<file path="src/rtl/disp_pkg.sv">
// Shared definitions for the display arbiter: FSM states, requester indices,
// one-hot grant codes, default timing constants and the round-robin pick.
package disp_pkg;

  typedef enum logic [1:0] {
    ST_IDLE,
    ST_OWN_ALERT,
    ST_OWN_RR
  } state_e;

  localparam int ALERT = 0;
  localparam int SCORE = 1;
  localparam int TIMER = 2;

  localparam logic [2:0] GNT_NONE  = 3'b000;
  localparam logic [2:0] GNT_ALERT = 3'b001;
  localparam logic [2:0] GNT_SCORE = 3'b010;
  localparam logic [2:0] GNT_TIMER = 3'b100;

  localparam logic [23:0] HOLD_CYCLES_DEF  = 24'd1000000;
  localparam logic [23:0] BLINK_CYCLES_DEF = 24'd6000000;

  // rr_req[0] is the score request, rr_req[1] the timer request.
  function automatic logic [2:0] rr_pick(input logic [1:0] rr_req, input logic last_timer);
    if (rr_req == 2'b11) return last_timer ? GNT_SCORE : GNT_TIMER;
    if (rr_req[1])       return GNT_TIMER;
    if (rr_req[0])       return GNT_SCORE;
    return GNT_NONE;
  endfunction

endpackage

</file>
<file path="src/rtl/disp_hold_timer.sv">
// Loadable 24-bit down-counter that saturates at zero; load wins over decrement.
module disp_hold_timer (
  input  logic        clk,
  input  logic        rst_n,
  input  logic        load,
  input  logic [23:0] load_val,
  input  logic        dec,
  output logic        zero
);

  logic [23:0] cnt_q, cnt_d;

  // NOTE: every variable written here gets a default first, so no latch is inferred.
  always_comb begin
    cnt_d = cnt_q;
    if (load)                     cnt_d = load_val;
    else if (dec && cnt_q != '0)  cnt_d = cnt_q - 24'd1;
  end

  // NOTE: state registers use non-blocking assignments only.
  always_ff @(posedge clk or negedge rst_n) begin
    if (!rst_n) cnt_q <= '0;
    else        cnt_q <= cnt_d;
  end

  assign zero = (cnt_q == '0);

endmodule

</file>
<file path="src/rtl/disp_arbiter.sv">
// Three-way display arbiter: alert preempts, score/timer share by hold-time round-robin.
// Optional BLANK blinking while alert owns the display: define DISP_ARB_BLINK_EN.
module disp_arbiter
  import disp_pkg::*;
#(
  parameter logic [23:0] HOLD_CYCLES  = HOLD_CYCLES_DEF,
  parameter logic [23:0] BLINK_CYCLES = BLINK_CYCLES_DEF
) (
  input  logic        CLK,
  input  logic        RST_N,
  input  logic [2:0]  REQ,
  input  logic [31:0] DATA0,
  input  logic [31:0] DATA1,
  input  logic [31:0] DATA2,
  output logic [2:0]  GNT,
  output logic [31:0] DISP_VALUE,
  output logic        BLANK
);

  state_e      state_q, state_d;
  logic [2:0]  gnt_q, gnt_d;
  logic [31:0] disp_q, disp_d;
  logic        blank_q, blank_d;
  logic        last_timer_q, last_timer_d;
  logic        hold_load, hold_dec, hold_zero;
  logic        own_timer, own_req, other_req;

  assign own_timer = gnt_q[TIMER];
  assign own_req   = own_timer ? REQ[TIMER] : REQ[SCORE];
  assign other_req = own_timer ? REQ[SCORE] : REQ[TIMER];

  always_comb begin
    state_d      = state_q;
    gnt_d        = gnt_q;
    hold_load    = 1'b0;
    last_timer_d = last_timer_q;
    if (REQ[ALERT]) begin
      state_d = ST_OWN_ALERT;
      gnt_d   = GNT_ALERT;
    end else begin
      unique case (state_q)
        ST_OWN_RR: begin
          // Yield only when the owner leaves, or its hold expired and the peer waits.
          if (!own_req || (hold_zero && other_req)) begin
            if (other_req) begin
              gnt_d     = own_timer ? GNT_SCORE : GNT_TIMER;
              hold_load = 1'b1;
            end else begin
              state_d = ST_IDLE;
              gnt_d   = GNT_NONE;
            end
          end
        end
        default: begin
          if (|REQ[TIMER:SCORE]) begin
            state_d   = ST_OWN_RR;
            gnt_d     = rr_pick(REQ[TIMER:SCORE], last_timer_q);
            hold_load = 1'b1;
          end else begin
            state_d = ST_IDLE;
            gnt_d   = GNT_NONE;
          end
        end
      endcase
    end
    if (hold_load) last_timer_d = gnt_d[TIMER];
  end

  assign hold_dec = (state_q == ST_OWN_RR);

  disp_hold_timer u_hold (
    .clk      (CLK),
    .rst_n    (RST_N),
    .load     (hold_load),
    .load_val (HOLD_CYCLES - 24'd1),
    .dec      (hold_dec),
    .zero     (hold_zero)
  );

  always_comb begin
    unique case (gnt_d)
      GNT_ALERT: disp_d = DATA0;
      GNT_SCORE: disp_d = DATA1;
      GNT_TIMER: disp_d = DATA2;
      default:   disp_d = disp_q;
    endcase
  end

`ifdef DISP_ARB_BLINK_EN
  logic blink_load, blink_dec, blink_zero;

  always_comb begin
    blank_d    = (state_d == ST_IDLE);
    blink_load = 1'b0;
    blink_dec  = 1'b0;
    if (state_d == ST_OWN_ALERT) begin
      if (state_q != ST_OWN_ALERT) begin
        blank_d    = 1'b0;
        blink_load = 1'b1;
      end else if (blink_zero) begin
        blank_d    = ~blank_q;
        blink_load = 1'b1;
      end else begin
        blank_d    = blank_q;
        blink_dec  = 1'b1;
      end
    end
  end

  disp_hold_timer u_blink (
    .clk      (CLK),
    .rst_n    (RST_N),
    .load     (blink_load),
    .load_val (BLINK_CYCLES - 24'd1),
    .dec      (blink_dec),
    .zero     (blink_zero)
  );
`else
  logic unused_blink_cycles;
  assign unused_blink_cycles = ^BLINK_CYCLES;
  assign blank_d = (state_d == ST_IDLE);
`endif

  always_ff @(posedge CLK or negedge RST_N) begin
    if (!RST_N) begin
      state_q      <= ST_IDLE;
      gnt_q        <= GNT_NONE;
      disp_q       <= '0;
      blank_q      <= 1'b1;
      last_timer_q <= 1'b1;
    end else begin
      state_q      <= state_d;
      gnt_q        <= gnt_d;
      disp_q       <= disp_d;
      blank_q      <= blank_d;
      last_timer_q <= last_timer_d;
    end
  end

  assign GNT        = gnt_q;
  assign DISP_VALUE = disp_q;
  assign BLANK      = blank_q;

endmodule
</file>
<file path="config.mk">
export PLATFORM = sky130hd
export DESIGN_NAME = disp_arbiter
export DESIGN_NICKNAME = d
export VERILOG_FILES = /design/src/rtl/disp_pkg.sv /design/src/rtl/disp_hold_timer.sv /design/src/rtl/disp_arbiter.sv
export SDC_FILE = /design/constraint.sdc
export NUM_CORES = 1
export LEC_CHECK = 0
export CORE_MARGIN = 2
export CORE_UTILIZATION = 44
export DETAILED_ROUTE_END_ITERATION = 12
export MAX_ROUTING_LAYER = met4
export PLACE_DENSITY = 0.78
export SYNTH_ARGS = -nofsm -noshare
export SYNTH_HDL_FRONTEND = slang
export SYNTH_SLANG_ARGS = --single-unit
</file>
<file path="constraint.sdc">
create_clock -name CLK -period 3.78 [get_ports CLK]
set_input_delay 0.756 -clock CLK [delete_from_list [all_inputs] [get_ports CLK]]
set_output_delay 0.756 -clock CLK [all_outputs]
set_load 0.05 [all_outputs]
</file>
==> results of run 1 <==
## worst max path at each step
stage | to | slack [ns] | depth (start not counted)
6_report | DISP_VALUE[19] | 0.27 | 9
5_1_grt | DISP_VALUE[16] | 0.14 | 9
4_1_cts | DISP_VALUE[19] | 0.30 | 9
3_5_place_dp | DISP_VALUE[19] | 0.31 | 9
3_3_place_gp | DISP_VALUE[19] | 0.38 | 9
2_1_floorplan | DISP_VALUE[21] | 0.67 | 10
## placed cells by master, fill, tap and decap left out, types with 2 or more instances in the layout
cell type        count
a21o_1               2
a21oi_1              4
a22oi_1             22
a22oi_2             10
a2bb2oi_1            2
a2bb2oi_2           30
and3_1               2
buf_4               10
clkbuf_8            11
clkdlybuf4s50_1    135
clkinv_2             2
clkinvlp_4           3
dfrtp_1             61
dfstp_2              2
inv_1                6
nand2_1             18
nand2b_1             2
nand3_1              5
nand4_1              3
nor2_1              23
nor2b_1              2
nor3_1              10
nor4_1               5
nor4b_1              2
o211ai_1            35
o21ai_0              6
or3_1                4
or4_1                4
xnor2_1             16
xor2_1               4
## cell type report
| type | count | area, um2 |
|---|---|---|
| clock buffers | 11 | 151 |
| fillers | 607 | 2590 |
| repair buffers | 147 | 1450 |
| well taps | 102 | 128 |
| multi-input cells | 228 | 1810 |
| inverters | 7 | 26.3 |
| clock inverters | 5 | 32.5 |
| flip-flops and latches | 63 | 1580 |
## metal layers
| metal | part of all wire, % | track usage [%] |
|---|---|---|
| met2 | 51 | 38.1 |
| met3 | 4.9 | 3.93 |
| met5 | 0 | - |
| met4 | 3.1 | 12.2 |
| met1 | 41 | 27.4 |
## power by group through the flow
stage          clock network [W]  logic, W  registers, W
2_1_floorplan                  0  0.000282       0.00112
3_3_place_gp                   0  0.000896      0.000837
3_5_place_dp                   0  0.000905      0.000840
4_1_cts                 0.000558  0.000907      0.000829
5_1_grt                 0.000584  0.000942      0.000840
6_report                0.000542  0.000904      0.000829
## sequential cells by signal, indices dropped and copies added, names as in the netlist
| name | count |
|---|---|
| state_q | 2 |
| DISP_VALUE | 32 |
| u_hold.cnt_q | 24 |
| GNT | 3 |
| last_timer_q | 1 |
| BLANK | 1 |
## metrics by stage
step                      utilization [%]  total power (W)  hold slack (ns)
after floorplan                         -          0.00140            0.445
after global placement               64.2          0.00173            0.463
after detailed placement             64.2          0.00175            0.461
after CTS                            66.6          0.00229            0.328
after global routing                 66.6          0.00237            0.346
final                                66.6          0.00227            0.328
## worst max-delay path: stages, from the launching register on
cell and delay, ns:
dfrtp_1 0.39, or4_4 0.57, or4_1 0.57, o41a_1 0.51
a221o_1 0.41, inv_2 0.10, and3_1 0.15, buf_4 0.37
a22oi_1 0.19, a2bb2oi_2 0.16
## cell families after synthesis
logic type | after synthesis | share of synthesized area (%)
buffers and inverters | 36 | 4.99
adders and majority gates | 1 | 0.351
and+or+nand+nor | 85 | 12.3
muxes | 1 | 0.281
AOI/OAI and AO/OA | 121 | 32.9
xor gates and xnor gates | 20 | 4.92
DFF | 63 | 44.3
==> qor.yml, run 1 <==
status:
  status: "completed"
placement:
  place_ws_ns: 0.308
  dpl_cell_area_um2: 4990
  placed_cells: 547
  portBuffers: 136
  place.gp.congestion: 0.882
  dp_hpwl_mm: 7.20
yosys:
  synth_top_area_share_pct: 42.9
  yosys.area.top_type: "dfrtp_1"
  ys_ff_latch: 63
  yosysUniqueCellTypes: 47
  ys.flop_type: "dfrtp_1"
  synthTopCellsByArea: "dfrtp_1, a2bb2oi_2, o211ai_1"
  ys_async_sr_fraction_pct: 100
  synth_warnings: 0
  netlist_instances: 327
  syn_area_per_cell_um2: 10.9
  synth_edf_count: 0
  synth_nets: 429
  synth_common_cells: "dfrtp_1, o211ai_1, a2bb2oi_2"
  yosysMostFrequentCell: "dfrtp_1"
  synth_area_um2: 3560
  yosysSeqAreaShare_pct: 44.3
clock_tree:
  cts_num_sinks: 63
  cts.path.max_buffers: 2
  cts_hold_buf: 0
  numCtsBuffers: 9
  postCtsSetupBuffers: 0
  cts_resized: 0
  cts_tree: "done"
  clock_latency_ns: 0.34
  path_clk_slew_ns: 0.08
  cts_max_level: 3
  cts-root-buf: "clkbuf_8"
setup_path:
  endpoint_kind: "flip-flop"
  critPathKind: "reg2reg"
  startpoint: "u_hold.cnt_q[8]"
  regToRegSetupSlack_ns: 0.27
  worstReg2RegEnd: "DISP_VALUE[19]"
  worstSetupStartpointType: "flip-flop"
  r2r_start: "u_hold.cnt_q[8]"
  cp_max_fo: 32
  arrival_ns: 3.78
  reg2reg_depth: 9
  cp_data_required_time_ns: 4.04
min_path:
  hold_path.class: "in2async"
die:
  start_util_pct: 45.9
  core_area_um2: 7770
  fp.dieH_um: 94.0
  die-width_um: 94.0
  ios: 137
  rows: 32
  die-area_um2: 8830
timing:
  maxSlewHeadroom_pct: 58.1
  setup_viol: 0
  tightest_slew_ns: 0.623
  period_share_pct: 92.9
  timing.final.ws_setup_ns: 0.268
  max_freq_mhz: 285
  slew_violations: 0
  hold_viol: 0
  fin_skew_ns: 0.0142
  rsz0062_at_grt: "false"
  period_minus_slack_ns: 3.51
  fin_tns_setup_ns: 0
global_routing:
  gr-total-overflow: 0
  grt_pass1_wl_mm: 15.4
  antenna_found_initial: 0
  grt_max_degree: 33
  track_usage_pct: 23.2
  grt_pass1_vias: 3156
final_layout:
  fin_nets: 558
  antenna_cells: 0
  finalNonFillerCells: 563
  syn2layout_area_growth_pct: 45.2
  finalInstanceArea_um2: 5170
  drive_gt1_share_pct: 16.3
routing:
  drc: 0
  drt_pass1_iterations: 5
  routed_wl_mm: 10.1
  via_per_inst: 5.70
  ant_nets: 0
  drt_iter0_markers: 123
  vias: 3210
  routedWlPerCell_um: 17.9
pwr:
  swShare_pct: 37.0
  irDropWorstVdd_uv: 206
  p_comb_share_pct: 39.7
  p_leak_nw: 1.89
  p_sw_w: 0.000841
  cellPowerDensity_nw_per_um2: 440
  clockPowerShare_pct: 23.8
  seqPwrFrac_pct: 36.4
  p_int_w: 0.00143
job:
  timing.max_cap.violations: 0
Note: power is estimated with default switching activity, not from simulation.
==> run 2: changes to the inputs <==
Settings changed: CORE_UTILIZATION 44 to 48, PLACE_DENSITY 0.78 to 0.85, SETUP_SLACK_MARGIN set to 0.1, SLEW_MARGIN set to 20.
Clock period 3.78 ns to 4.5 ns, I/O delays scaled along.
==> run 2 against run 1 <==
Utilization up 4.7 points. Register-to-register slack better by 0.47 ns. First-iteration DRC count up 46%. Hold slack better by 0.15 ns. Sequential cell count unchanged. Clock power down 17%. Critical path depth unchanged. Combinational power down 16%. Largest cell class unchanged.
==> qor.yml, run 2 (synthesized netlist as in run 1, its figures left out) <==
clock_tree:
  cts_tree: "done"  # unchanged
  numCtsBuffers: 9  # unchanged
  cts_max_level: 3  # unchanged
  cts_hold_buf: 0  # unchanged
  clock_latency_ns: 0.35  # was 0.34 ns
  postCtsSetupBuffers: 0  # unchanged
  cts-root-buf: "clkbuf_8"  # unchanged
  cts_resized: 0  # unchanged
  cts.path.max_buffers: 2  # unchanged
  path_clk_slew_ns: 0.06  # was 0.08 ns
  cts_num_sinks: 63  # unchanged
final_layout:
  largest_reg_flops: 32  # unchanged
  syn2layout_area_growth_pct: 44.5  # was 45.2%
  drive_gt1_share_pct: 15.1  # was 16.3%
  antenna_cells: 0  # unchanged
  layout_commonest_cell: "clkdlybuf4s50_1"  # unchanged
  fill_cells: 519  # was 607
  mostFrequentLayoutCells: "clkdlybuf4s50_1, dfrtp_1, o211ai_1, a2bb2oi_2, nor2_1"  # unchanged
  fin_nets: 556  # was 558
status:
  status: "completed"  # unchanged
setup_path:
  worstSetupStartpointType: "flip-flop"  # unchanged
  cp_cell_sequence: "or4_4 > or4_1 > o41a_1 > a221o_1 > inv_2 > a211o_2 > nand3_2 > buf_12 > a2bb2oi_2"  # was or4_4 > or4_1 > o41a_1 > a221o_1 > inv_2 > and3_1 > buf_4 > a22oi_1 > a2bb2oi_2
  crit_slowest_cell: "or4_1"  # was or4_4
  startpoint: "u_hold.cnt_q[7]"  # was u_hold.cnt_q[8]
  cp_slowest_stage_delay_ns: 0.58  # was 0.57 ns
  critPathTopFamily: "simple AND/OR/NAND/NOR gates"  # unchanged
  arrival_ns: 3.98  # was 3.78 ns
  critPathKind: "reg2reg"  # unchanged
  r2r_start: "u_hold.cnt_q[7]"  # was u_hold.cnt_q[8]
  cp_data_required_time_ns: 4.72  # was 4.04 ns
  critPathBufInv: 2  # unchanged
  endpoint_kind: "flip-flop"  # unchanged
  cp_max_fo: 18  # was 32
timing:
  hold_ws_ns: 0.475  # was 0.328 ns
  rsz0062_at_grt: "false"  # unchanged
  max_freq_mhz: 266  # was 285 MHz
  period_share_pct: 83.5  # was 92.9%
  slew_violations: 0  # unchanged
  period_minus_slack_ns: 3.76  # was 3.51 ns
  fin_tns_setup_ns: 0  # unchanged
  setup_viol: 0  # unchanged
  fin_skew_ns: 0.0128  # was 0.0142 ns
  maxSlewHeadroom_pct: 49.2  # was 58.1%
  hold_viol: 0  # unchanged
  tightest_slew_ns: 0.762  # was 0.623 ns
routing:
  via_per_inst: 5.85  # was 5.70
  drt_pass1_iterations: 4  # was 5
  routed_wl_mm: 10.3  # was 10.1 mm
  drt_iter0_markers: 179  # was 123
  ant_nets: 0  # unchanged
  drc: 0  # unchanged
  routedWlPerCell_um: 18.5  # was 17.9 um
  vias: 3258  # was 3210
pwr:
  irDropWorstVdd_uv: 197  # was 206 uV
  cellPowerDensity_nw_per_um2: 371  # was 440 nW/um2
  p_leak_nw: 1.89  # about the same
job:
  timing.max_cap.violations: 0  # unchanged
min_path:
  hold_path.class: "reg2reg"  # was in2async
  hold_start: "last_timer_q"
die:
  core_area_um2: 7210  # was 7770 um2
  die-width_um: 90.1  # was 94.0 um
  rows: 31  # was 32
  start_util_pct: 49.4  # was 45.9%
  die-area_um2: 8130  # was 8830 um2
  fp.dieH_um: 90.1  # was 94.0 um
  ios: 137  # unchanged
global_routing:
  grt_pass1_wl_mm: 16.7  # was 15.4 mm
  grt_max_degree: 35  # was 33
  antenna_found_initial: 0  # unchanged
  grt_pass1_vias: 3393  # was 3156
  gr-total-overflow: 0  # unchanged
  track_usage_pct: 26.6  # was 23.2%
placement:
  portBuffers: 136  # unchanged
  place.gp.congestion: 0.884  # was 0.882
  dp_hpwl_mm: 7.54  # was 7.20 mm
[run 2: changes by cell type in the layout (fill, tap and decap cells not counted)]
cell        delta
buf_4          -2
clkbuf_1       +3
clkbuf_8       +1
clkinv_2       -2
clkinvlp_4     -3
[run 2: worst paths after layout]
check / end / slack [ns] / cells past startpoint
min reg2reg: last_timer_q / 0.48 / 2
min in group asynchronous: u_hold.cnt_q[15] / 0.63 / 1
max reg2reg: DISP_VALUE[14] / 0.74 / 9
max in group asynchronous: last_timer_q / 2.94 / 2
max: DISP_VALUE[14] / 0.74 / 9
min: last_timer_q / 0.48 / 2
[run 2: through the flow]
stage | worst slack [ns] | power (W) | area (um2) | util, % | instances
4_1_cts | 0.752 | 0.00192 | 5150 | 71.3 | 557
6_report | 0.742 | 0.00191 | 5150 | 71.3 | 557
3_3_place_gp | 0.754 | 0.00145 | 4970 | 68.9 | 542
3_5_place_dp | 0.686 | 0.00147 | 4970 | 68.9 | 542
5_1_grt | 0.555 | 0.00198 | 5150 | 71.3 | 557
2_1_floorplan | 1.39 | 0.00118 | 3560 | - | 327
[run 2: final cells by class]
class	count	area [um2]	share of cell area, %
multi-input combinational	228	1810	35.1
clock buffer	15	176	3.43
timing repair buffer	145	1440	27.9
inverter	7	26.3	0.510
tap	99	124	2.41
sequential	63	1580	30.7
[run 2: worst reg2reg max path, stage by stage (launching register included)]
cell and delay (ns):
dfrtp_1 0.40, or4_4 0.54, or4_1 0.59, o41a_1 0.51, a221o_1 0.41, inv_2 0.09
a211o_2 0.12, nand3_2 0.46, buf_12 0.37, a2bb2oi_2 0.14
[run 2: power breakdown]
part | leakage [nW] | switching, W | internal, W
Sequential | 0.728 | 0.0000583 | 0.000640
Combinational | 1.07 | 0.000426 | 0.000337
Clock | 0.0898 | 0.000206 | 0.000243
Total | 1.89 | 0.000690 | 0.00122
[run 2: layer usage]
metal / global-route usage, % / routed length, um
met5: - / 0
met4: 14.2 / 408
met3: 4.02 / 452
met2: 44.9 / 5390
met1: 30.5 / 4030
==> run 3: changes to the inputs <==
Settings changed: CORE_UTILIZATION 48 to 40, PLACE_DENSITY 0.85 to 0.75.
Clock period 4.5 ns to 3.2 ns, I/O delays scaled along.
==> run 3 against run 2 <==
Hold slack got worse by 0.39 ns. Global-route usage down 5.1 points. Combinational power up 47%. Clock power increased by 83%. Worst setup slack got worse by 0.70 ns. Via count is 2.4% higher. Cell count rose by 5.9%. Die area is 19% higher. Critical endpoint is now DISP_VALUE[16]. Largest power group unchanged. Highest routed layer unchanged.
==> qor.yml, run 3 (synthesized netlist as in run 1, its figures left out) <==
die:
  start_util_pct: 41.0  # was 49.4%
  core_area_um2: 8680  # was 7210 um2
  die-area_um2: 9680  # was 8130 um2
  rows: 34  # was 31
  fp.dieH_um: 98.4  # was 90.1 um
  ios: 137  # unchanged
  die-width_um: 98.4  # was 90.1 um
routing:
  drc: 0  # unchanged
  vias: 3337  # was 3258
  via_per_inst: 5.66  # was 5.85
  routedWlPerCell_um: 17.9  # was 18.5 um
  ant_nets: 0  # unchanged
  drt_iter0_markers: 186  # was 179
  routed_wl_mm: 10.6  # was 10.3 mm
  drt_pass1_iterations: 5  # was 4
setup_path:
  cp_data_required_time_ns: 3.43  # was 4.72 ns
  cp_common_cell: "or4_4"
  reg2reg_depth: 9  # unchanged
  critPathTopFamily: "compound AO/OA/AOI/OAI gates"  # was simple AND/OR/NAND/NOR gates
  worstSetupStartpointType: "flip-flop"  # unchanged
  cp_cell_sequence: "or4_4 > or4_4 > o41a_1 > a221o_1 > inv_2 > a211o_4 > nand3_4 > clkbuf_16 > a2bb2oi_2"  # was or4_4 > or4_1 > o41a_1 > a221o_1 > inv_2 > a211o_2 > nand3_2 > buf_12 > a2bb2oi_2
  cp_max_fo: 10  # was 18
  arrival_ns: 3.38  # was 3.98 ns
  critPathBufInv: 2  # unchanged
  critPathKind: "reg2reg"  # unchanged
  cp_slowest_stage_delay_ns: 0.54  # was 0.58 ns
  endpoint_kind: "flip-flop"  # unchanged
  crit_cells: 9  # unchanged
  crit_slowest_cell: "or4_4"  # was or4_1
placement:
  portBuffers: 136  # unchanged
  dp_hpwl_mm: 7.24  # was 7.54 mm
  place_ws_ns: 0.0281  # was 0.686 ns
  dpl_cell_area_um2: 5140  # was 4970 um2
  place.gp.congestion: 0.844  # was 0.884
status:
  status: "completed"  # unchanged
clock_tree:
  cts_hold_buf: 0  # unchanged
  clock_latency_ns: 0.35  # about the same
  cts_max_level: 3  # unchanged
  cts.path.max_buffers: 2  # unchanged
  cts_num_sinks: 63  # unchanged
  numCtsBuffers: 9  # unchanged
  cts_tree: "done"  # unchanged
  path_clk_slew_ns: 0.07  # was 0.06 ns
  cts-root-buf: "clkbuf_8"  # unchanged
final_layout:
  finalInstanceArea_um2: 5580  # was 5150 um2
  post-route-util_pct: 64.3  # was 71.3%
  syn2layout_area_growth_pct: 56.6  # was 44.5%
  drive_gt1_share_pct: 21.8  # was 15.1%
  layout_commonest_cell: "clkdlybuf4s50_1"  # unchanged
  largest_reg_flops: 32  # unchanged
  register_area_um2: 1580  # unchanged
  antenna_cells: 0  # unchanged
  multi_input_comb_area_um2: 1870  # was 1810 um2
  mostFrequentLayoutCells: "clkdlybuf4s50_1, dfrtp_1, o211ai_1, a2bb2oi_2, nor2_1"  # unchanged
  fin_nets: 580  # was 556
  fill_cells: 713  # was 519
pwr:
  swShare_pct: 34.1  # was 36.1%
  irDropWorstVdd_uv: 277  # was 197 uV
  p_sw_w: 0.000998  # was 0.000690 W
  p_int_w: 0.00193  # was 0.00122 W
  p_comb_share_pct: 38.4  # was 39.9%
  cellPowerDensity_nw_per_um2: 525  # was 371 nW/um2
  clockPowerShare_pct: 28.1  # was 23.5%
  seqPwrFrac_pct: 33.5  # was 36.6%
  p_leak_nw: 2.09  # was 1.89 nW
global_routing:
  grt_pass1_vias: 3328  # was 3393
  gr-total-overflow: 0  # unchanged
  grt_max_degree: 62  # was 35
  grt_pass1_wl_mm: 16.1  # was 16.7 mm
  track_usage_pct: 21.5  # was 26.6%
  antenna_found_initial: 0  # unchanged
timing:
  max_freq_mhz: 317  # was 266 MHz
  slew_violations: 0  # unchanged
  period_share_pct: 98.7  # was 83.5%
  fin_tns_setup_ns: 0  # unchanged
  timing.final.ws_setup_ns: 0.0428  # was 0.742 ns
  tightest_slew_ns: 0.551  # was 0.762 ns
  maxSlewHeadroom_pct: 63.1  # was 49.2%
  hold_viol: 0  # unchanged
  setup_viol: 0  # unchanged
  rsz0062_at_grt: "true"  # was false
  fin_skew_ns: 0.0134  # was 0.0128 ns
  period_minus_slack_ns: 3.16  # was 3.76 ns
min_path:
  hold_path.class: "in2async"  # was reg2reg
job:
  timing.max_cap.violations: 0  # unchanged
==> run 3: final timing paths <==
kind | start | to | slack [ns]
min in group CLK | last_timer_q | last_timer_q | 0.48
setup / recovery | u_hold.cnt_q[8] | DISP_VALUE[16] | 0.04
max in group asynchronous | RST_N | last_timer_q | 2.55
setup reg to reg | u_hold.cnt_q[8] | DISP_VALUE[16] | 0.04
hold reg to reg | last_timer_q | last_timer_q | 0.48
hold / removal | RST_N | DISP_VALUE[12] | 0.08
==> run 3: worst register-to-register path, cell delays in order, from the launching register on <==
cell and delay, ns:
dfrtp_1 0.40, or4_4 0.54, or4_4 0.47, o41a_1 0.48, a221o_1 0.39, inv_2 0.13, a211o_4 0.18, nand3_4 0.13
clkbuf_16 0.21, a2bb2oi_2 0.13
==> run 3: layout make-up <==
type	instances	share of cell area (%)
Sequential cell	63	28.3
Clock inverter	4	1.70
Clock buffer	11	2.36
Multi-Input combinational cell	228	33.5
Inverter	7	0.471
Tap cell	108	2.42
Timing Repair Buffer	169	31.2
==> run 3: timing repair <==
| item | in CTS | in global routing |
|---|---|---|
| gates resized for setup | 7 | 14 |
| setup endpoints to repair | 32 | 32 |
| pin swaps | 1 | 5 |
| buffers inserted | 0 | 7 |
| cloned | 0 | 3 |
==> run 3: layer usage <==
metal	global-route usage, %	part of all wire [%]
met1	26.1	41
met2	35.0	51
met3	4.22	5.5
met4	9.06	2.3
met5	-	0
==> run 3: metrics by stage <==
| stage | hold WS (ns) | instances | power, W |
|---|---|---|---|
| after CTS | 0.0765 | 580 | 0.00290 |
| after global routing | 0.0803 | 590 | 0.00304 |
| after floorplan | 0.344 | 327 | 0.00166 |
| after detailed placement | 0.449 | 565 | 0.00208 |
| final | 0.0849 | 590 | 0.00293 |
| after global placement | 0.449 | 565 | 0.00207 |
==> run 3: power groups by stage <==
stage / combinational [W] / clock (W) / sequential (W)
3_3_place_gp: 0.00108 / 0 / 0.000993
5_1_grt: 0.00118 / 0.000867 / 0.000996
6_report: 0.00112 / 0.000823 / 0.000982
4_1_cts: 0.00109 / 0.000830 / 0.000983
3_5_place_dp: 0.00109 / 0 / 0.000994
2_1_floorplan: 0.000336 / 0 / 0.00132
